--- config.mk ---
export PLATFORM = sky130hd
export DESIGN_NAME = instr_mem_loader
export DESIGN_NICKNAME = d
export VERILOG_FILES = /design/src/rtl/instr_mem_loader_pkg.sv /design/src/rtl/instr_mem_loader_serializer.sv /design/src/rtl/instr_mem_loader.sv
export SDC_FILE = /design/constraint.sdc
export NUM_CORES = 1
export LEC_CHECK = 0
export ABC_AREA = 1
export BUFFER_PORTS_ARGS = -buffer_cell sky130_fd_sc_hd__buf_2
export CORE_MARGIN = 2
export CORE_UTILIZATION = 54
export DETAILED_ROUTE_END_ITERATION = 7
export GPL_TIMING_DRIVEN = 0
export PLACE_DENSITY = 0.9
export SYNTH_ARGS = -nofsm -noshare
export SYNTH_HDL_FRONTEND = slang
export SYNTH_HIERARCHICAL = 1
export SYNTH_SLANG_ARGS = --single-unit
export TNS_END_PERCENT = 1
--- constraint.sdc ---
create_clock -name clk -period 1.9 [get_ports clk]
set_clock_uncertainty 0.15 [all_clocks]
set_input_delay 0.285 -clock clk [delete_from_list [all_inputs] [get_ports clk]]
set_output_delay 0.285 -clock clk [all_outputs]
set_load 0.005 [all_outputs]
--- src/rtl/instr_mem_loader_pkg.sv ---
// Shared constants and state encoding for the instruction-memory loader.
// Parameter defaults mirror the core's instruction and memory geometry.
package instr_mem_loader_pkg;

  localparam int WORD_LEN_DEF       = 16;
  localparam int MEM_CELL_SIZE_DEF  = 4;
  localparam int INSTR_MEM_SIZE_DEF = 64;

  typedef enum logic [2:0] {
    LDR_IDLE   = 3'd0,
    LDR_ACCEPT = 3'd1,
    LDR_WRITE  = 3'd2,
    LDR_DONE   = 3'd3,
    LDR_ERR    = 3'd4
  } ldr_state_e;

endpackage

--- src/rtl/instr_mem_loader_serializer.sv ---
// Holds one latched instruction word and presents it one cell at a time,
// most significant cell first; last_nib_o marks the final cell of the word.
module word_nibble_serializer #(
  parameter int WORD_LEN = 16,
  parameter int CELL_W   = 4,
  parameter int NPW      = WORD_LEN / CELL_W
) (
  input  logic                clk,
  input  logic                rst,
  input  logic                load_i,
  input  logic                advance_i,
  input  logic [WORD_LEN-1:0] word_i,
  output logic [CELL_W-1:0]   nibble_o,
  output logic                last_nib_o
);

  localparam int NIB_W = (NPW > 1) ? $clog2(NPW) : 1;

  logic [WORD_LEN-1:0] shreg_q;
  logic [NIB_W-1:0]    nib_q;

  // The output cell is always the top of the shift register, so it is a register output.
  always_ff @(posedge clk) begin
    if (rst) begin
      shreg_q <= '0;
      nib_q   <= '0;
    end else if (load_i) begin
      shreg_q <= word_i;
      nib_q   <= '0;
    end else if (advance_i) begin
      shreg_q <= shreg_q << CELL_W;
      nib_q   <= nib_q + NIB_W'(1);
    end
  end

  assign nibble_o   = shreg_q[WORD_LEN-1 -: CELL_W];
  assign last_nib_o = (nib_q == NIB_W'(NPW - 1));

endmodule

--- src/rtl/instr_mem_loader.sv ---
// Writer side of the nibble-organised instruction memory: takes words over a
// valid/ready stream and writes them as consecutive cells, MS cell at the lowest address.
module instr_mem_loader
  import instr_mem_loader_pkg::*;
#(
  parameter int WORD_LEN       = WORD_LEN_DEF,
  parameter int MEM_CELL_SIZE  = MEM_CELL_SIZE_DEF,
  parameter int INSTR_MEM_SIZE = INSTR_MEM_SIZE_DEF,
  localparam int AW            = $clog2(INSTR_MEM_SIZE)
) (
  input  logic                     clk,
  input  logic                     rst,
  input  logic                     start,
  input  logic [AW-1:0]            base_addr,
  input  logic                     in_valid,
  output logic                     in_ready,
  input  logic [WORD_LEN-1:0]      in_word,
  input  logic                     in_last,
  output logic                     mem_we,
  output logic [AW-1:0]            mem_addr,
  output logic [MEM_CELL_SIZE-1:0] mem_wdata,
  output logic                     busy,
  output logic                     done,
  output logic                     overflow,
  output logic [AW-1:0]            word_count
);

  localparam int            NPW        = WORD_LEN / MEM_CELL_SIZE;
  localparam logic [AW-1:0] ALIGN_MASK = AW'(NPW - 1);
  localparam logic [AW-1:0] NPW_A      = AW'(NPW);

  ldr_state_e    state_q;
  logic [AW-1:0] ptr_q;
  logic [AW-1:0] addr_q;
  logic [AW-1:0] wcnt_q;
  logic          last_q;
  logic          in_ready_q;
  logic          we_q;
  logic          busy_q;
  logic          done_q;
  logic          ovf_q;

  logic [AW-1:0] ptr_d;
  logic          wrap_d;
  logic          hs;
  logic          ser_adv;
  logic          last_nib;

  assign hs      = in_valid & in_ready_q;
  assign ser_adv = (state_q == LDR_WRITE) & ~last_nib;
  assign ptr_d   = ptr_q + NPW_A;
  // The next word would start past the last cell when the pointer wraps to zero.
  assign wrap_d  = (ptr_d == '0);

  word_nibble_serializer #(
    .WORD_LEN (WORD_LEN),
    .CELL_W   (MEM_CELL_SIZE),
    .NPW      (NPW)
  ) u_ser (
    .clk        (clk),
    .rst        (rst),
    .load_i     (hs),
    .advance_i  (ser_adv),
    .word_i     (in_word),
    .nibble_o   (mem_wdata),
    .last_nib_o (last_nib)
  );

  always_ff @(posedge clk) begin
    if (rst) begin
      state_q    <= LDR_IDLE;
      ptr_q      <= '0;
      addr_q     <= '0;
      wcnt_q     <= '0;
      last_q     <= 1'b0;
      in_ready_q <= 1'b0;
      we_q       <= 1'b0;
      busy_q     <= 1'b0;
      done_q     <= 1'b0;
      ovf_q      <= 1'b0;
    end else begin
      done_q <= 1'b0;
      case (state_q)
        LDR_IDLE: begin
          if (start) begin
            ptr_q      <= base_addr & ~ALIGN_MASK;
            wcnt_q     <= '0;
            ovf_q      <= 1'b0;
            in_ready_q <= 1'b1;
            busy_q     <= 1'b1;
            state_q    <= LDR_ACCEPT;
          end
        end
        LDR_ACCEPT: begin
          if (hs) begin
            last_q     <= in_last;
            in_ready_q <= 1'b0;
            we_q       <= 1'b1;
            addr_q     <= ptr_q;
            state_q    <= LDR_WRITE;
          end
        end
        LDR_WRITE: begin
          if (last_nib) begin
            we_q   <= 1'b0;
            ptr_q  <= ptr_d;
            wcnt_q <= wcnt_q + AW'(1);
            // A final word that exactly fills memory completes normally.
            if (last_q) begin
              busy_q  <= 1'b0;
              done_q  <= 1'b1;
              state_q <= LDR_DONE;
            end else if (wrap_d) begin
              busy_q  <= 1'b0;
              ovf_q   <= 1'b1;
              state_q <= LDR_ERR;
            end else begin
              in_ready_q <= 1'b1;
              state_q    <= LDR_ACCEPT;
            end
          end else begin
            addr_q <= addr_q + AW'(1);
          end
        end
        LDR_DONE: state_q <= LDR_IDLE;
        LDR_ERR:  state_q <= LDR_IDLE;
        default:  state_q <= LDR_IDLE;
      endcase
    end
  end

  assign in_ready   = in_ready_q;
  assign mem_we     = we_q;
  assign mem_addr   = addr_q;
  assign busy       = busy_q;
  assign done       = done_q;
  assign overflow   = ovf_q;
  assign word_count = wcnt_q;

endmodule

==> flow_metrics.tcl, run 1 <==
set metrics [dict create \
    yosysTopAreaCellShare_pct 39.20 \
    routed_wirelength_um 4806 \
    worstHoldEndpoint "u_ser/shreg_q[0]" \
    crit_fanout 10 \
    row_count 23 \
    cts-root-buf "clkbuf_8" \
    power.density_mw_per_mm2 1220 \
    status "finished, final reports clean" \
    synth_fp_nets 341 \
    grt_max_degree 12 \
    reg2reg_depth 11 \
    cts_made_buffers 5 \
    hpwl_um 3577 \
    boundaryPins 48 \
    die_area_mm2 0.004593 \
    core_area_mm2 0.003943 \
    max_cap_violations 0 \
    finalHoldViolations 0 \
    syn_to_final_growth_pct 16.64 \
    maxSlewViolCount 0 \
    ctsHoldBuffers 0 \
    synth_top_cell_by_area "dfxtp_1" \
    combPwrFrac_pct 41.7 \
    antenna_found_initial 0 \
    place_congestion 0.8683 \
    ys_async_sr_fraction_pct 0 \
    fmax_ghz 0.5701 \
    drive_above_1_share_pct 24.17 \
    n_antenna_cell 0 \
    grt_overflow_total 0 \
    syn_avg_cell_area_um2 7.106 \
    synth.area.top_cells "dfxtp_1 39%, nand2_1 14%, nand3_1 7.3%" \
    swShare_pct 40.23 \
    finalSetupViolCount 0 \
    cts_tree "done" \
    hold_path_class "in2reg" \
    clkPwrFrac_pct 17.0 \
    clk_latency_ns 0.29 \
    clock_path_buffers 2 \
    grt_pass1_vias 1892 \
    finalPower_uw 3124 \
    peakVddDrop_mv 0.8300 \
    wire_per_inst_um 11.72 \
    hold-path-cell-count 3 \
    yosys_warnings 6 \
    hold_start "in_word[0]" \
    initial_core_util_pct 55.70 \
    fp.dieW_um 67.77 \
    grt.total_usage_pct 23.05 \
    fin_crit_ns 1.754 \
    setup.worst_path.class "reg2reg" \
    worstPathRequired_ns 1.99 \
    ant_nets 0 \
    worst_slew_pin_slew_ns 0.4472 \
    cp.arrival_ns 1.84 \
    leakage_uw 0.001310 \
    post_cts_buffers 0 \
    ys.flop_type "dfxtp_1" \
    vias_per_cell 5.095 \
    vias 2089 \
    clock_sinks 43 \
    drt_iter0_markers 105 \
    r2r-start "state_q[0]" \
    drc_errors 0 \
    dieHeight_um 67.77 \
    cts_max_level 2 \
    p_sw_uw 1257 \
    intPower_uw 1867 \
    first_pass_iters 4 \
    rsz0062_at_grt "false" \
    syn_area_mm2 0.002196 \
    ys_seq_area_share_pct 39.20 \
    critPathCaptureType "flip-flop" \
    synthDistinctLibCells 27 \
    cts.clk_slew.worst_paths_ns 0.07 \
    synthCells 309 \
    nets 393 \
    p_seq_share_pct 41.3 \
    crit_path_start_kind "flip-flop" \
    rr_endpoint "u_ser/shreg_q[7]" \
    synth_edf_count 0 \
    portBuffers 45 \
    rrSetupSlack_ns 0.15 \
    ys_ff_latch 43 \
    tns_ns 0 \
    maxSlewHeadroom_pct 70.19 \
    grt_pass1_wl_um 7990 \
    period_share_pct 92.32 \
]
[critical path, cell delays in order, from the launching register on]
cell and delay, ns:
dfxtp_1 0.35, nor2_2 0.18, nand2_4 0.14, inv_4 0.11, nand2_4 0.08, inv_1 0.07
buf_6 0.14, buf_4 0.18, nand3_1 0.10, nand3_1 0.10, nand2_1 0.05, inv_1 0.04
[cells in the mapped netlist, types with 3 or more instances]
| cell | n |
|---|---|
| nor2_1 | 13 |
| o21ai_1 | 3 |
| xor2_1 | 4 |
| nor3_1 | 4 |
| nand3_1 | 32 |
| dfxtp_1 | 43 |
| o21ai_0 | 16 |
| a21oi_1 | 27 |
| nand2_1 | 83 |
| buf_6 | 4 |
| inv_1 | 34 |
| nand2_2 | 14 |
| nand4_1 | 3 |
| buf_4 | 7 |
| ha_1 | 5 |
| inv_2 | 3 |
[worst max-delay path by stage]
stage | startpoint | endpoint | slack (ns) | cells past startpoint
6_report | state_q[0] | u_ser/shreg_q[7] | 0.15 | 11
5_1_grt | state_q[0] | u_ser/shreg_q[7] | 0.003 | 11
4_1_cts | state_q[0] | u_ser/shreg_q[7] | 0.11 | 11
3_5_place_dp | state_q[0] | u_ser/shreg_q[13] | 0.15 | 12
3_3_place_gp | state_q[0] | u_ser/shreg_q[9] | 0.16 | 12
2_1_floorplan | state_q[0] | u_ser/shreg_q[12] | 0.35 | 12
[power by group through the flow]
stage | combinational (uW) | clock [uW] | sequential [uW]
floorplan | 966 | 0 | 1270
global placement | 1250 | 0 | 1290
detailed placement | 1290 | 0 | 1300
CTS | 1300 | 544 | 1280
global route | 1460 | 574 | 1320
finish | 1300 | 531 | 1290
[kinds of logic after synthesis]
kind of cell	after synthesis	share of synthesized area [%]
AO/OA/AOI/OAI	48	11.28
XOR/XNOR	6	2.393
adder cells (fa/ha/maj)	5	2.849
buffers and inverters	53	12.53
flip-flops	43	39.20
AND/OR/NAND/NOR	154	31.74
[metrics by stage]
stage	cells	hold slack [ns]	utilization [%]	area (um^2)	worst slack, ns
after floorplan	309	0.1974	-	2196	0.3507
after global placement	404	0.2989	63.00	2484	0.1620
after detailed placement	404	0.3027	63.00	2484	0.1453
after CTS	410	0.09291	64.84	2556	0.1101
after global routing	410	0.09560	64.96	2561	0.003245
final	410	0.09993	64.96	2561	0.1459
[cell usage in the layout (no fill, tap or decap), types with 3 or more instances in the layout]
| cell type | count |
|---|---|
| nand2_1 | 83 |
| buf_2 | 46 |
| dfxtp_1 | 43 |
| inv_1 | 34 |
| nand3_1 | 32 |
| a21oi_1 | 27 |
| o21ai_0 | 16 |
| nor2_1 | 13 |
| nand2_2 | 13 |
| buf_4 | 7 |
| ha_1 | 5 |
| clkbuf_8 | 5 |
| buf_6 | 4 |
| nor3_1 | 4 |
| xor2_1 | 4 |
| o21ai_1 | 3 |
| inv_2 | 3 |
| nand4_1 | 3 |
[registers in the layout, indices dropped and copies added (netlist names)]
name,cells
u_ser/shreg_q,16
mem_addr,6
word_count,6
ptr_q,4
state_q,3
u_ser/nib_q,2
busy,1
done,1
in_ready,1
last_q,1
mem_we,1
overflow,1
[per-layer routing]
layer	track usage [%]	part of all wire, %
met1	28.91	45
met5	0	0
met3	4.833	5.0
met4	8.750	1.4
met2	38.73	49
[what timing repair did]
item                       CTS  global route
hold endpoints to repair     0             0
resized for setup            0             1
setup endpoints to repair    0            13
[cell type report]
cell class | instances | area (um^2)
flip-flops and latches | 43 | 860.8
multi-input cells | 213 | 1065
clock buffers | 6 | 72.57
fillers | 353 | 1381
inverters | 39 | 148.9
repair buffers | 45 | 225.2
well taps | 50 | 62.56
plain buffers | 14 | 126.4
No activity file was read; power rests on OpenSTA's default activity.
==> inputs of run 2 (changes only) <==
Settings changed: CORE_UTILIZATION 54 to 30, PLACE_DENSITY 0.9 to 0.6.
==> run 2 against run 1 <==
  * Worst setup slack got worse by 0.023 ns
  * Highest routed layer unchanged
  * Clock-buffer cell count fell by 1
  * Global-route usage fell by 9.6 points
  * Final area rose by 5.2%
  * Utilization fell by 27 points
  * Fmax fell by 1.3%
  * Die area rose by 75%
  * Clock power rose by 62%
==> flow_metrics.tcl, run 2 (synthesized netlist as in run 1, its figures left out) <==
set metrics [dict create \
    drive_above_1_share_pct 25.14 \
    design_area_mm2 0.002694 \
    wire_per_inst_um 11.40 \
    worst_slew_pin_slew_ns 0.4796 \
    finalSetupViolCount 0 \
    mostFrequentLayoutCells "83 x nand2_1, 46 x buf_2, 43 x dfxtp_1" \
    crit_fanout 10 \
    hpwl_um 3838 \
    n_antenna_cell 0 \
    reg2reg_depth 10 \
    clock_sinks 43 \
    placed_cell_area_mm2 0.002545 \
    initial_core_util_pct 30.60 \
    cts_resized 0 \
    routed_wirelength_um 5254 \
    leakage_uw 0.001336 \
    register_area_um2 860.8 \
    crit_path_start_kind "flip-flop" \
    vias 2043 \
    clock_path_buffers 2 \
    grt.total_usage_pct 13.42 \
    cp.arrival_ns 1.86 \
    period_share_pct 93.53 \
    hold_path_class "in2reg" \
    clk_latency_ns 0.30 \
    first_pass_iters 4 \
    drc_errors 0 \
    cts_tree "done" \
    cts-root-buf "clkbuf_8" \
    nets 393 \
    fp.dieW_um 89.56 \
    place_congestion 0.8235 \
    cts_max_level 2 \
    syn_to_final_growth_pct 22.68 \
    grt_overflow_total 0 \
    grt_pass1_vias 1762 \
    power.density_mw_per_mm2 1284 \
    rsz0062_at_grt "false" \
    die_area_mm2 0.008020 \
    fin_crit_ns 1.777 \
    peakVddDrop_mv 0.3082 \
    row_count 31 \
    dr_wl_met3_um 178 \
    max_cap_violations 0 \
    setup.worst_path.class "reg2reg" \
    largest_register "u_ser/shreg_q" \
    grt_pass1_wl_um 8390 \
    final_common_cell "nand2_1" \
    ant_nets 0 \
    critPathCaptureType "flip-flop" \
    maxSlewHeadroom_pct 68.02 \
    worstPathRequired_ns 1.98 \
    dieHeight_um 89.56 \
    portBuffers 45 \
    antenna_found_initial 0 \
    drt-met1-wl_um 2568 \
    multi_input_area_mm2 0.001072 \
    vias_per_cell 4.432 \
    drt_iter0_markers 98 \
    finalHoldViolations 0 \
    ctsHoldBuffers 0 \
    wl_met2_um 2469 \
    largest_reg_flops 16 \
    fmax_ghz 0.5627 \
    maxSlewViolCount 0 \
    core_area_mm2 0.007176 \
    cts_made_buffers 5 \
    cts.clk_slew.worst_paths_ns 0.09 \
    tns_ns 0 \
    post_cts_buffers 0 \
    grt_max_degree 15 \
    status "finished, final reports clean" \
    rrSetupSlack_ns 0.12 \
    highest_layer "met4" \
    boundaryPins 48 \
    hold-path-cell-count 3 \
    fillers 790 \
]
-- run 2: changes by cell type in the layout (fill, tap and decap cells not counted) --
cell / delta
ha_2: +1
bufinv_16: +2
ha_1: -1
clkinvlp_4: +1
nor2_2: -1
nor2_4: +1
clkbuf_1: -1
-- run 2: path summary, 6_finish.rpt --
| kind | startpoint | end |
|---|---|---|
| setup / recovery | state_q[0] | u_ser/shreg_q[2] |
| hold / removal | in_word[3] | u_ser/shreg_q[3] |
| setup reg to reg | state_q[0] | u_ser/shreg_q[2] |
| hold reg to reg | u_ser/shreg_q[1] | u_ser/shreg_q[1] |
-- run 2: cell type report --
class	count	share of cell area, %
plain buffers	14	4.691
clock buffers	5	2.555
clock inverters	3	2.508
inverters	39	5.527
multi-input cells	213	39.81
flip-flops and latches	43	31.96
well taps	99	4.598
repair buffers	45	8.360
-- run 2: through the flow --
step / cells / power (uW) / hold WS [ns] / setup slack (ns) / util (%)
2_1_floorplan: 309 / 2237 / 0.1974 / 0.3507 / -
3_3_place_gp: 453 / 2581 / 0.2985 / 0.1385 / 35.47
3_5_place_dp: 453 / 2608 / 0.3093 / 0.09013 / 35.47
4_1_cts: 461 / 3478 / 0.06591 / 0.06056 / 37.37
5_1_grt: 461 / 3735 / 0.07791 / 0.01531 / 37.54
6_report: 461 / 3460 / 0.08564 / 0.1229 / 37.54
-- run 2: worst max-delay path, cell delays in order, from the launching register on --
cell,delay (ns)
dfxtp_1,0.45
nor2_4,0.07
nand2_4,0.15
inv_4,0.07
nand2_4,0.10
inv_1,0.06
buf_6,0.14
nor2_8,0.16
buf_12,0.16
nand2_1,0.08
a21oi_2,0.12
-- run 2: per-layer routing --
| layer | GRT usage, % | up-vias |
|---|---|---|
| li1 | - | 1084 |
| met1 | 18.88 | 913 |
| met2 | 20.99 | 42 |
| met3 | 2.216 | 4 |
| met4 | 4.071 | 0 |
| met5 | 0 | - |
-- run 2: power by group --
part           leakage [uW]  internal [uW]  switching (uW)  total, uW
Combinational      0.000921            526             788       1310
Sequential         0.000351           1100             189       1290
Clock             0.0000644            524             333        858
Total               0.00134           2150            1310       3460
==> inputs of run 3 (changes only) <==
Settings changed: REMOVE_ABC_BUFFERS set to 1.
==> run 3 against run 2 <==
  * Sequential power about the same
  * Power down 3.2%
  * Via count up 0.39%
  * Non-clock buffer count down 9
  * Global-route usage down 0.32 points
  * Cell count down 1.5%
  * Flip-flop and latch count unchanged
  * Final area down 0.84%
  * Combinational power about the same
  * Die area unchanged
  * Fmax up 1.7%
  * Critical path type unchanged
  * Largest cell class unchanged
==> flow_metrics.tcl, run 3 (synthesized netlist as in run 1, its figures left out) <==
set metrics [dict create \
    status "finished, final reports clean" \
    slowest_stage "dfxtp_4" \
    clk_latency_ns 0.30 \
    first_pass_iters 4 \
    fmax_ghz 0.5721 \
    grt_overflow_total 0 \
    dieHeight_um 89.56 \
    max_cap_violations 0 \
    multi_input_area_mm2 0.001107 \
    drc_errors 0 \
    cp_slowest_stage_delay_ns 0.38 \
    rsz0062_at_grt "false" \
    cts_made_buffers 5 \
    final_common_cell "nand2_1" \
    grt_pass1_vias 1869 \
    hpwl_um 3486 \
    setup.worst_path.class "reg2reg" \
    worstPathRequired_ns 1.94 \
    cts_tree "done" \
    clock_sinks 43 \
    cts_max_level 2 \
    die_area_mm2 0.008020 \
    maxSlewViolCount 0 \
    drive_above_1_share_pct 25.92 \
    critPathCaptureType "flip-flop" \
    initial_core_util_pct 30.60 \
    ant_nets 0 \
    grt_max_degree 20 \
    largest_register "u_ser/shreg_q" \
    cts.clk_slew.worst_paths_ns 0.09 \
    vias_per_cell 4.518 \
    core_area_mm2 0.007176 \
    mostFrequentLayoutCells "83 x nand2_1, 45 x buf_2, 39 x dfxtp_1" \
    largest_reg_flops 16 \
    antenna_found_initial 0 \
    top_usage_layer "met2" \
    grt_pass1_wl_um 8155 \
    cts-root-buf "clkbuf_8" \
    n_antenna_cell 0 \
    use_met3_pct 3.601 \
    clock_path_buffers 2 \
    cp.arrival_ns 1.79 \
    wire_per_inst_um 11.22 \
    worst_slew_pin_slew_ns 0.4369 \
    met2_usage_pct 21.99 \
    placed_cell_area_mm2 0.002419 \
    fin_crit_ns 1.748 \
    use_met1_pct 15.59 \
    fillers 776 \
    peakVddDrop_mv 0.5008 \
    leakage_uw 0.001283 \
    boundaryPins 48 \
    crit_path_start_kind "flip-flop" \
    power.density_mw_per_mm2 1253 \
    row_count 31 \
    finalSetupViolCount 0 \
    finalHoldViolations 0 \
    routed_wirelength_um 5095 \
    crit_fanout 15 \
    whs_ns 0.08284 \
    portBuffers 45 \
    fp.dieW_um 89.56 \
    design_area_mm2 0.002671 \
    ctsHoldBuffers 0 \
    maxSlewHeadroom_pct 70.87 \
    hold_path_class "in2reg" \
    grt.total_usage_pct 13.10 \
    syn_to_final_growth_pct 21.65 \
    place_congestion 0.8643 \
    drt_iter0_markers 98 \
    rrSetupSlack_ns 0.15 \
    final_util_pct 37.23 \
    vias 2051 \
    register_area_um2 868.3 \
    crit_chain "nor2_4 -> nand2_4 -> inv_8 -> nand2_8 -> clkinvlp_4 -> buf_12 -> nor2_4 -> buf_12 -> nand2_2 -> nand3_1 -> nand2_1 -> inv_1" \
    period_share_pct 91.99 \
    nets 386 \
]
==> run 3: per-layer routing <==
layer	wire [um]	share of wire (%)
met5	0	0
met4	84	1.6
met3	286	5.6
met2	2320	46
met1	2404	47
==> run 3: cell type report <==
| class | instances | share of cell area (%) |
|---|---|---|
| clock buffer | 6 | 3.091 |
| multi-input combinational | 214 | 41.45 |
| timing repair inverter | 1 | 0.1874 |
| inverter | 39 | 6.042 |
| clock inverter | 2 | 1.311 |
| tap | 99 | 4.637 |
| sequential | 43 | 32.51 |
| timing repair buffer | 50 | 10.77 |
==> run 3: timing repair <==
item                       4_1_cts  5_1_grt
gates resized for setup         13        2
cloned                           0        2
pin swaps                        2        2
setup buffers                    0        5
setup endpoints to repair       26       21
==> run 3: worst paths after layout <==
kind / from / to / cells past startpoint
max: state_q[0] / u_ser/shreg_q[14] / 12
min: in_word[0] / u_ser/shreg_q[0] / 3
max reg2reg: state_q[0] / u_ser/shreg_q[14] / 12
min reg2reg: mem_we / mem_we / 2
==> run 3: per-stage QoR <==
stage,setup WS [ns],setup TNS (ns),cells,power (uW)
after floorplan,0.1328,0,295,2084
after global placement,-0.2965,-4.716,439,2410
after detailed placement,-0.2951,-5.523,439,2432
after CTS,-0.06969,-0.4186,447,3238
after global routing,0.006896,0,454,3618
final,0.1521,0,454,3348
==> run 3: worst max-delay path: cells and delay by family (launching register included) <==
family,cells,cell delay [ns]
simple gates,7,0.55
buf+inv,5,0.56
flops,1,0.38
==> run 3: power by group <==
group	internal, uW	switching (uW)	total, uW
Clock	426	324	750
Combinational	503	795	1300
Sequential	1110	193	1300
Total	2040	1310	3350
